<file path="src/rtl/preload_loader.sv">
// Assembles MSB-first host bytes into words and writes them to program memory; flag is 1 cycle after the 4th byte.
// Byte ready drops during the write cycle and stays low once loading finishes (run) or memory overflows (error).
module preload_loader #(
    parameter int               LEN               = 32,
    parameter int               NB_BYTE           = 8,
    parameter int               RAM_DEPTH_PROGRAM = 32,
    parameter int               NB_COUNT          = 6,
    parameter logic [LEN-1:0]   HALT_WORD         = 32'hffffffff,
    parameter int               TIMEOUT_CYCLES    = 1000,
    parameter int               NB_TIMEOUT        = 16
) (
    input  logic                i_clk,
    input  logic                i_rst,
    input  logic                i_byte_valid,
    input  logic [NB_BYTE-1:0]  i_byte,
    output logic                o_byte_ready,
    output logic                o_preload_flag,
    output logic [LEN-1:0]      o_preload_address,
    output logic [LEN-1:0]      o_preload_instruction,
    output logic                o_run,
    output logic                o_error,
    output logic                o_timeout,
    output logic [NB_COUNT-1:0] o_word_count
);

    localparam int NB_BYTES = LEN / NB_BYTE;
    localparam int NB_BCNT  = $clog2(NB_BYTES + 1);

    localparam logic [NB_BCNT-1:0]    LAST_BYTE = NB_BCNT'(NB_BYTES - 1);
    localparam logic [LEN-1:0]        LAST_ADDR = LEN'(RAM_DEPTH_PROGRAM - 1);
    // The counter fires on the edge where it would step onto TIMEOUT_CYCLES-1.
    localparam logic [NB_TIMEOUT-1:0] TO_FIRE   = NB_TIMEOUT'(TIMEOUT_CYCLES - 2);

    typedef enum logic [1:0] {LOAD, WRITE, DONE, ERROR} state_t;

    state_t                state;
    logic [NB_BCNT-1:0]    byte_cnt;
    logic [LEN-1:0]        addr;
    logic [LEN-1:0]        word;
    logic [NB_TIMEOUT-1:0] timeout_cnt;
    logic                  accept;
    logic [LEN-1:0]        next_word;

    assign accept    = i_byte_valid && o_byte_ready && (state == LOAD);
    assign next_word = {word[LEN-NB_BYTE-1:0], i_byte};

    always_ff @(posedge i_clk or negedge i_rst) begin
        if (!i_rst) begin
            state                 <= LOAD;
            byte_cnt              <= '0;
            addr                  <= '0;
            word                  <= '0;
            timeout_cnt           <= '0;
            o_byte_ready          <= 1'b1;
            o_preload_flag        <= 1'b0;
            o_preload_address     <= '0;
            o_preload_instruction <= '0;
            o_run                 <= 1'b0;
            o_error               <= 1'b0;
            o_timeout             <= 1'b0;
            o_word_count          <= '0;
        end else begin
            o_timeout <= 1'b0;
            case (state)
                LOAD: begin
                    if (accept) begin
                        word        <= next_word;
                        timeout_cnt <= '0;
                        if (byte_cnt == LAST_BYTE) begin
                            byte_cnt              <= '0;
                            state                 <= WRITE;
                            o_byte_ready          <= 1'b0;
                            o_preload_flag        <= 1'b1;
                            o_preload_address     <= addr;
                            o_preload_instruction <= next_word;
                        end else begin
                            byte_cnt <= byte_cnt + NB_BCNT'(1);
                        end
                    end else if (byte_cnt != '0) begin
                        if (timeout_cnt == TO_FIRE) begin
                            byte_cnt    <= '0;
                            word        <= '0;
                            timeout_cnt <= '0;
                            o_timeout   <= 1'b1;
                        end else begin
                            timeout_cnt <= timeout_cnt + NB_TIMEOUT'(1);
                        end
                    end
                end
                WRITE: begin
                    o_preload_flag <= 1'b0;
                    o_word_count   <= o_word_count + NB_COUNT'(1);
                    // A halt word at the last address still counts as a clean finish.
                    if (word == HALT_WORD) begin
                        state <= DONE;
                        o_run <= 1'b1;
                    end else if (addr == LAST_ADDR) begin
                        state   <= ERROR;
                        o_error <= 1'b1;
                    end else begin
                        addr         <= addr + LEN'(1);
                        state        <= LOAD;
                        o_byte_ready <= 1'b1;
                    end
                end
                DONE: begin
                    state <= DONE;
                end
                ERROR: begin
                    state <= ERROR;
                end
                default: begin
                    state <= ERROR;
                end
            endcase
        end
    end

endmodule

</file>
<file path="config.mk">
export PLATFORM = sky130hd
export DESIGN_NAME = preload_loader
export DESIGN_NICKNAME = d
export VERILOG_FILES = /design/src/rtl/preload_loader.sv
export SDC_FILE = /design/constraint.sdc
export NUM_CORES = 1
export LEC_CHECK = 0
export ABC_CLOCK_PERIOD_IN_PS = 4000
export CAP_MARGIN = 40
export CORE_ASPECT_RATIO = 1.4
export CORE_MARGIN = 8
export CORE_UTILIZATION = 59
export CTS_CLUSTER_SIZE = 16
export DETAILED_ROUTE_END_ITERATION = 10
export PLACE_DENSITY_LB_ADDON = 0.15
export SYNTH_ARGS = -nofsm -noshare
export SYNTH_HDL_FRONTEND = slang
export SYNTH_SLANG_ARGS = --single-unit
</file>
<file path="constraint.sdc">
create_clock -name i_clk -period 4 [get_ports i_clk]
set_input_delay 0.8 -clock i_clk [delete_from_list [all_inputs] [get_ports i_clk]]
set_output_delay 0.8 -clock i_clk [all_outputs]
set_load 0.05 [all_outputs]
</file>
# ---- Word-level counts from Yosys, hierarchy flattened
# Index checks and enable logic that the tools add are counted.
dict set report word_totals {
  register_bits 160
  output_inout_bits 75
  wordCells 73
}
dict set report classes {
  bitwise 2
  n_mux 27
  addsub 4
  eq_ne 11
  reduce_logical 16
}
# operator count
set op_table {}
lappend op_table {{2-to-1 mux 32 bit} 3}
lappend op_table {{2-to-1 mux 16 bit} 3}
lappend op_table {{adder 32 x 1 -> 32 bit (second input constant)} 1}
lappend op_table {{== test 32 bit (second input constant)} 1}
lappend op_table {{== test 32 x 5 -> 1 bit (second input constant)} 1}
lappend op_table {{adder 16 x 1 -> 16 bit (second input constant)} 1}
lappend op_table {{== test 16 x 10 -> 1 bit (second input constant)} 1}
lappend op_table {{AND reduction 3 bit} 5}
lappend op_table {{2-to-1 mux 3 bit} 4}
lappend op_table {{2-to-1 mux 1 bit} 10}
lappend op_table {{2-to-1 mux 2 bit} 4}
lappend op_table {{one-hot mux 2 bit (4 select lines)} 1}
lappend op_table {{adder 6 x 1 -> 6 bit (second input constant)} 1}
lappend op_table {{!= test 2 bit (second input constant)} 3}
lappend op_table {{AND reduction 2 bit} 3}
lappend op_table {{nonzero test 2 bit} 3}
lappend op_table {{AND reduction 5 bit} 1}
lappend op_table {{== test 2 bit (second input constant)} 2}
lappend op_table {{one-hot mux 1 bit (2 select lines)} 2}
lappend op_table {{adder 3 x 1 -> 3 bit (second input constant)} 1}
lappend op_table {{== test 3 x 2 -> 1 bit (second input constant)} 1}
lappend op_table {{nonzero test 3 bit} 1}
lappend op_table {{== test 2 x 1 -> 1 bit (second input constant)} 1}
lappend op_table {{logical AND 1 bit} 2}
lappend op_table {{3 further kinds} 4}

# ---- Logic depth before layout (Yosys ltp)
# Gate-level depths: netlist of run 1.
dict set report depth {
  depth_word 5
  mapped_depth 9
}

# ---- Worst setup path after synthesis of run 1
# OpenSTA, ideal clock, no wires.
dict set report synth_timing {
  kind {input to register}
  from {in i_byte_valid}
  to {reg o_preload_address[2]}
  t_arrival_ns 2.103
  path_buffers 3
  stages 7
  path_slack_ns 1.772
  setup_time_ns 0.125
  cell_sequence {and2_1 > nand2_1 > or2_1 > clkbuf_1 > buf_2 > buf_2 > mux2_2}
}
dict set report synth_via {
  elab_chain_cells 3
}
# item line
set synth_rtl {}
lappend synth_rtl {{start, declared} 14} ;# input logic i_byte_valid,
lappend synth_rtl {{logical AND 1 bit (2 in a row)} 44} ;# assign accept = i_byte_valid && o_byte_ready && (state == LOAD);
lappend synth_rtl {{AND reduction 3 bit (no line)} -}
lappend synth_rtl {{end signal, assigned} 74} ;# o_preload_address <= addr;
lappend synth_rtl {{end, declared} 18} ;# output logic [LEN-1:0] o_preload_address,
# Every way passes these cells.
# A chain may end at the register's enable or synchronous reset.

# ---- Final worst setup path of run 1
dict set report layout_timing {
  from {in i_byte_valid}
  to {reg o_preload_instruction[22]}
}
dict set report layout_via {
  elab_chain_cells 3
}
# item line
set layout_rtl {}
lappend layout_rtl {{logical AND 1 bit (2 in a row)} 44}
lappend layout_rtl {{AND reduction 3 bit (no line)} -}
lappend layout_rtl {{end signal, assigned} 75} ;# o_preload_instruction <= next_word;
lappend layout_rtl {{end, declared} 19} ;# output logic [LEN-1:0] o_preload_instruction,
# Every way passes these cells.

==> results of run 1 <==
[state kept, by name, indices dropped and copies added, names as in the netlist]
name,count
addr,32
byte_cnt,3
o_byte_ready,1
o_error,1
o_preload_address,32
o_preload_flag,1
o_preload_instruction,32
o_run,1
o_timeout,1
o_word_count,6
state,2
timeout_cnt,16
word,32
[through the flow]
stage | setup WS (ns) | std cells | hold WS (ns)
6_report | 1.356 | 766 | 0.4447
5_1_grt | 1.161 | 766 | 0.4896
4_1_cts | 1.331 | 765 | 0.4807
3_5_place_dp | 0.9131 | 733 | 0.4646
3_3_place_gp | 0.9481 | 732 | 0.4607
2_1_floorplan | 1.772 | 519 | 0.4583
[layout by cell type, fill, tap and decap left out, types with 2 or more instances in the layout]
cell	count
mux2_2	54
nand2b_1	3
clkinv_4	2
nand3_1	18
inv_1	6
xor2_1	8
ha_1	6
o21ai_0	16
buf_4	7
o21bai_1	2
mux2_1	10
o31ai_1	2
clkinv_2	4
nor2_1	15
nand4_1	24
a21oi_1	7
bufinv_16	2
o21a_1	2
clkbuf_1	4
a22o_1	32
and3_1	17
clkdlybuf4s50_1	84
and2_1	7
nand2_1	34
clkbuf_16	17
xnor2_1	32
clkinvlp_4	2
nor2_2	2
and3_2	2
nor4_1	10
or3_1	5
nor4b_1	2
a21o_1	2
and4_1	4
dfrtp_1	159
[how the worst max path moves through the flow]
| stage | from | to | slack, ns | cells past startpoint |
|---|---|---|---|---|
| after CTS | i_byte_valid | o_preload_instruction[20]$_DFFE_PN0P_ | 1.33 | 6 |
| after global placement | i_byte_valid | o_preload_instruction[30]$_DFFE_PN0P_ | 0.95 | 6 |
| final | i_byte_valid | o_preload_instruction[22]$_DFFE_PN0P_ | 1.36 | 6 |
| after global routing | addr[11]$_DFFE_PN0P_ | addr[27]$_DFFE_PN0P_ | 1.16 | 7 |
| after detailed placement | i_byte_valid | o_preload_instruction[31]$_DFFE_PN0P_ | 0.91 | 6 |
| after floorplan | i_byte_valid | o_preload_address[2]$_DFFE_PN0P_ | 1.77 | 7 |
[cells by family after synthesis]
logic type	share of synthesized area
DFF	0.6048
and+or+nand+nor	0.1288
AOI/OAI and AO/OA	0.07141
muxes	0.1088
xor gates and xnor gates	0.05536
buffers and inverters	0.01946
adders and majority gates	0.01134
[critical path, delay by kind of cell]
family / cells / cell delay, ns
and+or+nand+nor: 3 / 1.05
buffers and inverters: 2 / 0.72
muxes: 1 / 0.36
[layout make-up]
type,instances,area (um^2),share of cell area
multi-input cells,330,2491,0.3036
flip-flops and latches,160,4005,0.4881
well taps,144,180.2,0.02196
clock inverters,10,112.6,0.01372
clock buffers,22,454.2,0.05535
repair buffers,94,939.7,0.1145
inverters,6,22.52,0.002745
[report_power, final]
part / switching [uW] / internal (uW)
Combinational: 1250 / 787
Sequential: 350 / 2030
Clock: 627 / 933
[layer usage]
metal  up-vias  track usage
li1       2058            -
met1      2302       0.2354
met2       115       0.3606
met3        22      0.05629
met4         0      0.06989
met5         -            0
==> impl_metrics.py, run 1 <==
metrics = {
    "sta": {
        "setup_violations": 0,
        "rsz0062_at_grt": "false",
        "final.period_utilization": 0.6610,
        "finalClockSkew_ns": 0.008506,
        "slew_violations": 0,
        "post-route-min-period_ns": 2.644,
        "slew_headroom": 0.4405,
        "finalHoldViolCount": 0,
        "tightest_slew_ns": 0.8392,
        "clock.fmax_ghz": 0.3782,
        "tns_ns": 0,
    },
    "global_routing": {
        "grtUsageTotal": 0.2053,
        "grt_max_degree": 94,
        "grt_pass1_vias": 4791,
        "antenna_found_initial": 0,
        "grt.overflow.total": 0,
        "grt_pass1_wl_um": 24580,
    },
    "worst_setup_path": {
        "worst_ep_required_time_ns": 4.30,
        "r2r_slack_ns": 1.38,
        "rr_worst_depth": 7,
        "rr_endpoint": "addr[27]$_DFFE_PN0P_",
        "critPathMaxFanout": 32,
        "worst_ep_arrival_time_ns": 2.94,
        "reg2reg_from": "addr[11]$_DFFE_PN0P_",
        "slowest_delay_ns": 0.69,
        "critPathLaunchType": "input pin",
        "crit_path_end_kind": "flip-flop",
        "cpMaxStageDelayCell": "or2_2",
        "crit_type": "in2reg",
        "path_cells": "clkdlybuf4s50_1 > and2_1 > nand2_1 > or2_2 > buf_4 > mux2_2",
    },
    "power_and_ir_drop": {
        "report.power.total_uw": 5979,
        "power_density_mw_per_mm2": 728.7,
        "p_leak_uw": 0.003777,
        "peakVddDrop_mv": 0.3086,
    },
    "yosys": {
        "async_flop_share": 1.000,
        "synth.top_cell.area_share": 0.6008,
        "netlist_instances": 519,
        "syn-cell-area_mm2": 0.006623,
        "ys_types": 44,
        "synth_commonest_cells": "dfrtp_1 (159), mux2_2 (54), nand2_1 (34), a22o_1 (32), xnor2_1 (32)",
        "yosysSeqAreaShare": 0.6048,
        "synth_edf_count": 0,
        "synth_nets": 536,
        "synth.most_common_cell": "dfrtp_1",
        "synth.area.top_cells": "dfrtp_1 (60%), mux2_2 (9.2%), a22o_1 (4.2%)",
        "synth_flop_cell": "dfrtp_1",
        "ys_seq_elements": 160,
        "yosysTopAreaCell": "dfrtp_1",
        "yosysWarnings": 0,
        "avgSynthCellArea_um2": 12.76,
    },
    "clock_network": {
        "cts_buffers": 17,
        "clkLatencyLatePin_ns": 0.42,
        "cts_tree": "yes",
        "ctsHoldBuffers": 0,
        "cts_sinks": 160,
        "post_cts_buffers": 0,
        "cts_buffer_depth": 2,
        "clkTransAtPathRegs_ns": 0.06,
        "htree_num_levels": 4,
        "cts-root-buf": "clkbuf_16",
        "cts-resized-gates": 0,
    },
    "layout": {
        "drive_above_1_share": 0.1640,
        "nets": 626,
        "area_delta_synth_final_pct": 23.90,
        "diodes": 0,
        "final_core_util": 0.7349,
        "stdcell_area_mm2": 0.008205,
        "fillers": 771,
    },
    "drt": {
        "drt_wl_total_um": 14590,
        "vias_per_cell": 5.871,
        "route.met3.wl_um": 660,
        "met1_length_um": 5751,
        "wl_met2_um": 7929,
        "first_pass_iters": 4,
        "dr.max_layer_used": "met4",
        "drtIter0Drc": 191,
        "ant_nets": 0,
        "wire_per_inst_um": 19.05,
        "dr_total_vias": 4497,
        "drc": 0,
    },
    "floorplanning": {
        "dieArea_mm2": 0.01492,
        "start_util": 0.5931,
        "rows": 46,
        "die_h_um": 141.4,
        "pin_count": 86,
        "die_x_um": 105.5,
        "coreArea_mm2": 0.01117,
    },
    "placed_design": {
        "gp_congestion": 0.8452,
        "post-dp-hpwl_um": 9795,
        "port_buffers": 85,
        "placed_area_mm2": 0.007631,
    },
    "status": {
        "status": "finished, final reports clean",
    },
    "worst_hold_path": {
        "hold_class": "in2async",
    },
    "flow_run": {
        "maxCapViolations": 0,
    },
}
No activity file was read; power rests on OpenSTA's default activity.
==> inputs of run 2 (changes only) <==
Settings changed: ABC_CLOCK_PERIOD_IN_PS 4000 to 2100, CORE_UTILIZATION 59 to 50.
Clock period 4 ns to 2.1 ns, I/O delays scaled along.
==> run 2 against run 1 <==
Effect of this change: final cell count rose by 11%; register-to-register slack got worse by 1.3 ns; clock-buffer cell count shrank 2; sequential cell count did not move; final area up 7.6%.
==> impl_metrics.py, run 2 (synthesis results as in run 1) <==
metrics = {
    "status": {
        "status": "finished, final reports clean",
    },
    "worst_setup_path": {
        "rr_worst_depth": 6,
        "cp.buffers_inverters": 1,
        "crit_path_end_kind": "output port",
        "slowest_delay_ns": 0.82,
        "worst_ep_arrival_time_ns": 1.63,
        "cp_top_family": "buffers and inverters",
        "critPathLaunchType": "flip-flop",
        "crit_type": "reg2out",
        "path_cells": "clkdlybuf4s50_1",
        "r2r_slack_ns": 0.08,
        "cpMaxStageDelayCell": "clkdlybuf4s50_1",
        "worst_ep_required_time_ns": 1.68,
        "cp_num_cells": 1,
        "critPathMaxFanout": 2,
    },
    "clock_network": {
        "clkLatencyLatePin_ns": 0.42,
        "cts-root-buf": "clkbuf_16",
        "cts_buffers": 17,
        "htree_num_levels": 4,
        "cts_tree": "yes",
        "cts_buffer_depth": 2,
        "clkTransAtPathRegs_ns": 0.06,
        "cts_sinks": 160,
    },
    "drt": {
        "drt_wl_total_um": 15090,
        "ant_nets": 0,
        "first_pass_iters": 4,
        "drc": 0,
        "vias_per_cell": 5.563,
        "dr_total_vias": 4712,
        "wire_per_inst_um": 17.82,
        "drtIter0Drc": 157,
    },
    "sta": {
        "setup_violations": 0,
        "finalHoldViolCount": 0,
        "post-route-min-period_ns": 2.049,
        "slew_headroom": 0.6260,
        "tightest_slew_ns": 0.5610,
        "rsz0062_at_grt": "false",
        "slew_violations": 0,
        "finalClockSkew_ns": 0.008167,
        "final.period_utilization": 0.9757,
        "clock.fmax_ghz": 0.4881,
    },
    "global_routing": {
        "grtUsageTotal": 0.1834,
        "grt_pass1_vias": 5043,
        "antenna_found_initial": 0,
        "grt.overflow.total": 0,
        "grt_max_degree": 60,
        "grt_pass1_wl_um": 25360,
    },
    "power_and_ir_drop": {
        "report.power.total_uw": 11920,
        "netSwitchingFraction": 0.3632,
        "p_leak_uw": 0.004194,
        "clkPwrFrac": 0.247,
        "pwr-share-seq": 0.365,
        "power_density_mw_per_mm2": 1350,
        "peakVddDrop_mv": 0.6821,
        "power.switching_uw": 4328,
        "combPwrFrac": 0.388,
        "power.internal_uw": 7590,
    },
    "worst_hold_path": {
        "hold_class": "reg2reg",
        "min_path_cells": 1,
    },
    "layout": {
        "layout_common_cells": "dfrtp_1 (159), clkdlybuf4s50_1 (79), buf_4 (72), mux2_2 (54), nand2_1 (34)",
        "diodes": 0,
        "final_core_util": 0.6718,
        "drive_above_1_share": 0.2576,
        "nets": 696,
        "fillers": 999,
        "final_common_cell": "dfrtp_1",
        "area_delta_synth_final_pct": 33.27,
    },
    "placed_design": {
        "gp_congestion": 0.7999,
        "port_buffers": 85,
        "post-dp-hpwl_um": 10660,
    },
    "floorplanning": {
        "coreArea_mm2": 0.01314,
        "die_x_um": 113.3,
        "start_util": 0.5041,
        "pin_count": 86,
        "die_h_um": 152.2,
        "dieArea_mm2": 0.01724,
        "rows": 50,
    },
    "flow_run": {
        "maxCapViolations": 0,
    },
}
[run 2: cell types whose count changed in the layout (fill, tap and decap cells not counted), moves of 3 or more]
cell | before | now
buf_12 | 1 | 6
nor4_2 | 0 | 3
buf_4 | 7 | 72
nor4_1 | 10 | 7
clkdlybuf4s50_1 | 84 | 79
[run 2: final cells by class]
class | count | area [um^2] | share of cell area
repair buffers | 163 | 1515 | 0.1717
multi-input cells | 331 | 2525 | 0.2861
clock buffers | 20 | 446.7 | 0.05061
flip-flops and latches | 160 | 4005 | 0.4538
well taps | 156 | 195.2 | 0.02212
clock inverters | 11 | 116.4 | 0.01318
inverters | 6 | 22.52 | 0.002552
[run 2: worst paths after layout]
| check | startpoint | endpoint |
|---|---|---|
| max | o_preload_address[29]$_DFFE_PN0P_ | o_preload_address[29] |
| min | o_word_count[5]$_DFFE_PN0P_ | o_word_count[5]$_DFFE_PN0P_ |
| max reg2reg | addr[14]$_DFFE_PN0P_ | addr[28]$_DFFE_PN0P_ |
| min reg2reg | o_word_count[5]$_DFFE_PN0P_ | o_word_count[5]$_DFFE_PN0P_ |
| max in group asynchronous | i_rst | o_byte_ready$_DFFE_PN1P_ |
| min in group asynchronous | i_rst | o_preload_instruction[14]$_DFFE_PN0P_ |
[run 2: repair_timing]
item	in CTS	in global routing
resized for setup	4	5
pin swaps	0	1
cloned	0	1
hold buffers	1	0
setup endpoints to repair	31	13
hold endpoints to repair	4	0
buffers inserted	0	2
[run 2: layer usage]
metal / share of wire / track usage / vias up
met5: 0 / 0 / -
met4: 0.019 / 0.06561 / 0
met3: 0.041 / 0.04919 / 20
met2: 0.54 / 0.3222 / 88
met1: 0.40 / 0.2079 / 2415
li1: - / - / 2189
[run 2: power groups by stage]
stage          Clock, uW  Sequential (uW)  Combinational, uW
5_1_grt             3140             4450               4910
2_1_floorplan          0             5730               1350
4_1_cts             3000             4350               4670
3_3_place_gp           0             4360               4570
3_5_place_dp           0             4410               4640
6_report            2940             4350               4630
[run 2: metrics by stage]
stage,hold WS [ns],TNS (ns),instances,setup WS [ns],instance area [um^2]
4_1_cts,0.4904,0,844,0.02237,8786
5_1_grt,0.5140,0,847,0.004993,8826
2_1_floorplan,0.1244,0,519,0.006710,6630
3_3_place_gp,0.4135,-2.640,812,-0.1492,8204
6_report,0.4810,0,847,0.05108,8826
3_5_place_dp,0.4174,-3.631,812,-0.2133,8204
==> inputs of run 3 (changes only) <==
Settings changed: SETUP_SLACK_MARGIN from default to 0.15.
==> run 3 against run 2 <==
Effect of this change: sequential power up 4%; final area fell by 0.31%; via count shrank 3.5%; final cell count decreased by 3.8%; first-iteration DRC count is 130% higher; combinational power decreased by 15%; clock power is 10% higher; largest power group is now registers; critical path depth rose by 5; worst setup slack gained 0.14 ns; largest cell class unchanged; worst hold slack worse by 0.016 ns; clock-buffer cell count down 2; non-clock buffer count fell by 30.
==> impl_metrics.py, run 3 (synthesis results as in run 1) <==
metrics = {
    "status": {
        "status": "finished, final reports clean",
    },
    "layout": {
        "nets": 665,
        "drive_above_1_share": 0.2807,
        "final_core_util": 0.6697,
        "diodes": 0,
        "layout_common_cells": "dfrtp_1 (159), dlygate4sd2_1 (74), mux2_2 (54), buf_4 (35), a22o_1 (32)",
        "stdcell_area_mm2": 0.008798,
        "area_delta_synth_final_pct": 32.85,
        "final_common_cell": "dfrtp_1",
    },
    "global_routing": {
        "grtUsageTotal": 0.1758,
        "grt_pass1_wl_um": 24360,
        "grt.overflow.total": 0,
        "antenna_found_initial": 0,
        "grt_pass1_vias": 4831,
        "grt_max_degree": 61,
    },
    "placed_design": {
        "gp_congestion": 0.8265,
        "placed_area_mm2": 0.007994,
        "post-dp-hpwl_um": 9741,
        "port_buffers": 85,
    },
    "worst_setup_path": {
        "crit_path_end_kind": "flip-flop",
        "path_cells": "buf_4 > and3_1 > and3_1 > and3_2 > and4b_1 > xnor2_1",
        "cpMaxStageDelayCell": "and3_2",
        "worst_ep_required_time_ns": 2.45,
        "cp_top_family": "simple AND/OR/NAND/NOR gates",
        "crit_type": "reg2reg",
        "rr_worst_depth": 6,
        "worst_ep_arrival_time_ns": 2.25,
        "slowest_delay_ns": 0.43,
        "critPathLaunchType": "flip-flop",
        "critPathMaxFanout": 10,
        "cp.buffers_inverters": 1,
        "crit_top_cell": "and3_1",
        "cp_num_cells": 6,
    },
    "sta": {
        "post-route-min-period_ns": 1.907,
        "clock.fmax_ghz": 0.5244,
        "setup_violations": 0,
        "slew_headroom": 0.6446,
        "rsz0062_at_grt": "true",
        "tns_ns": 0,
        "timing.hold.ws_ns": 0.4651,
        "finalClockSkew_ns": 0.007940,
        "final.period_utilization": 0.9080,
        "slew_violations": 0,
        "tightest_slew_ns": 0.5353,
        "finalHoldViolCount": 0,
    },
    "flow_run": {
        "maxCapViolations": 0,
    },
    "clock_network": {
        "cts_buffer_depth": 2,
        "cts_tree": "yes",
        "cts-root-buf": "clkbuf_16",
        "cts_buffers": 17,
        "htree_num_levels": 4,
        "cts_sinks": 160,
        "clkLatencyLatePin_ns": 0.42,
        "clkTransAtPathRegs_ns": 0.06,
    },
    "worst_hold_path": {
        "hold_class": "reg2reg",
        "min_path_cells": 1,
    },
    "floorplanning": {
        "die_x_um": 113.3,
        "pin_count": 86,
        "start_util": 0.5041,
        "rows": 50,
        "coreArea_mm2": 0.01314,
        "die_h_um": 152.2,
        "dieArea_mm2": 0.01724,
    },
    "power_and_ir_drop": {
        "pwr-share-seq": 0.386,
        "power.internal_uw": 7360,
        "report.power.total_uw": 11680,
        "power.switching_uw": 4323,
        "combPwrFrac": 0.337,
        "peakVddDrop_mv": 0.9218,
        "power_density_mw_per_mm2": 1328,
        "p_leak_uw": 0.004385,
        "netSwitchingFraction": 0.3700,
        "clkPwrFrac": 0.277,
    },
    "drt": {
        "drt_wl_total_um": 14480,
        "drc": 0,
        "first_pass_iters": 4,
        "wire_per_inst_um": 17.77,
        "drtIter0Drc": 356,
        "vias_per_cell": 5.580,
        "ant_nets": 0,
        "dr_total_vias": 4548,
    },
}
==> run 3: changes by cell type in the layout (fill, tap and decap cells not counted), sizes merged <==
cell	change
inv	+3
buf	-30
nor2	-1
dlymetal6s2s	-2
clkbuf	-2
clkinvlp	-1
dlygate4sd2	+72
bufinv	+2
clkdlybuf4s50	-70
clkinv	-3
==> run 3: stage by stage <==
step / setup WS [ns] / std cells
floorplan: 0.1239 / 519
global placement: -0.04200 / 775
detailed placement: -0.02663 / 775
CTS: 0.1575 / 806
global route: 0.06842 / 815
finish: 0.1932 / 815
==> run 3: layout make-up <==
cell class | count | area (um^2)
timing repair buffer | 133 | 1239
tap | 156 | 195.2
multi-input combinational | 330 | 2714
clock buffer | 18 | 439.2
sequential | 160 | 4005
fill | 983 | 4339
inverter | 6 | 22.52
clock inverter | 12 | 183.9
==> run 3: worst paths after layout <==
check / startpoint / end / slack, ns
min: o_word_count[5]$_DFFE_PN0P_ / o_word_count[5]$_DFFE_PN0P_ / 0.47
max reg2reg: addr[1]$_DFFE_PN0P_ / addr[27]$_DFFE_PN0P_ / 0.19
min reg2reg: o_word_count[5]$_DFFE_PN0P_ / o_word_count[5]$_DFFE_PN0P_ / 0.47
max: addr[1]$_DFFE_PN0P_ / addr[27]$_DFFE_PN0P_ / 0.19
max in group asynchronous: i_rst / o_byte_ready$_DFFE_PN1P_ / 0.93
min in group asynchronous: i_rst / timeout_cnt[2]$_DFFE_PN0P_ / 0.50
==> run 3: worst register-to-register path, cell delays in order, from the launching register on <==
cell,delay (ns)
dfrtp_1,0.36
buf_4,0.13
and3_1,0.26
and3_1,0.27
and3_2,0.43
and4b_1,0.28
xnor2_1,0.12
==> run 3: metal layers <==
layer,up-vias,GRT usage,part of all wire
met2,88,0.2793,0.50
met4,0,0.07070,0.019
met3,20,0.04958,0.044
met5,-,0,0
met1,2314,0.2210,0.44
li1,2126,-,-
==> run 3: repair_timing <==
action / CTS / global route
gates cloned: 0 / 1
hold endpoints to repair: 43 / 0
setup endpoints to repair: 104 / 74
pin swaps: 1 / 19
buffers inserted: 0 / 8
hold buffers: 1 / 0
resized for setup: 84 / 34
==> run 3: power groups by stage <==
stage               Combinational (uW)  Clock (uW)  Sequential, uW
detailed placement                4120           0            4570
floorplan                         1400           0            5730
finish                            3940        3240            4510
global route                      4210        3440            4600
CTS                               3880        3300            4510
global placement                  4030           0            4520
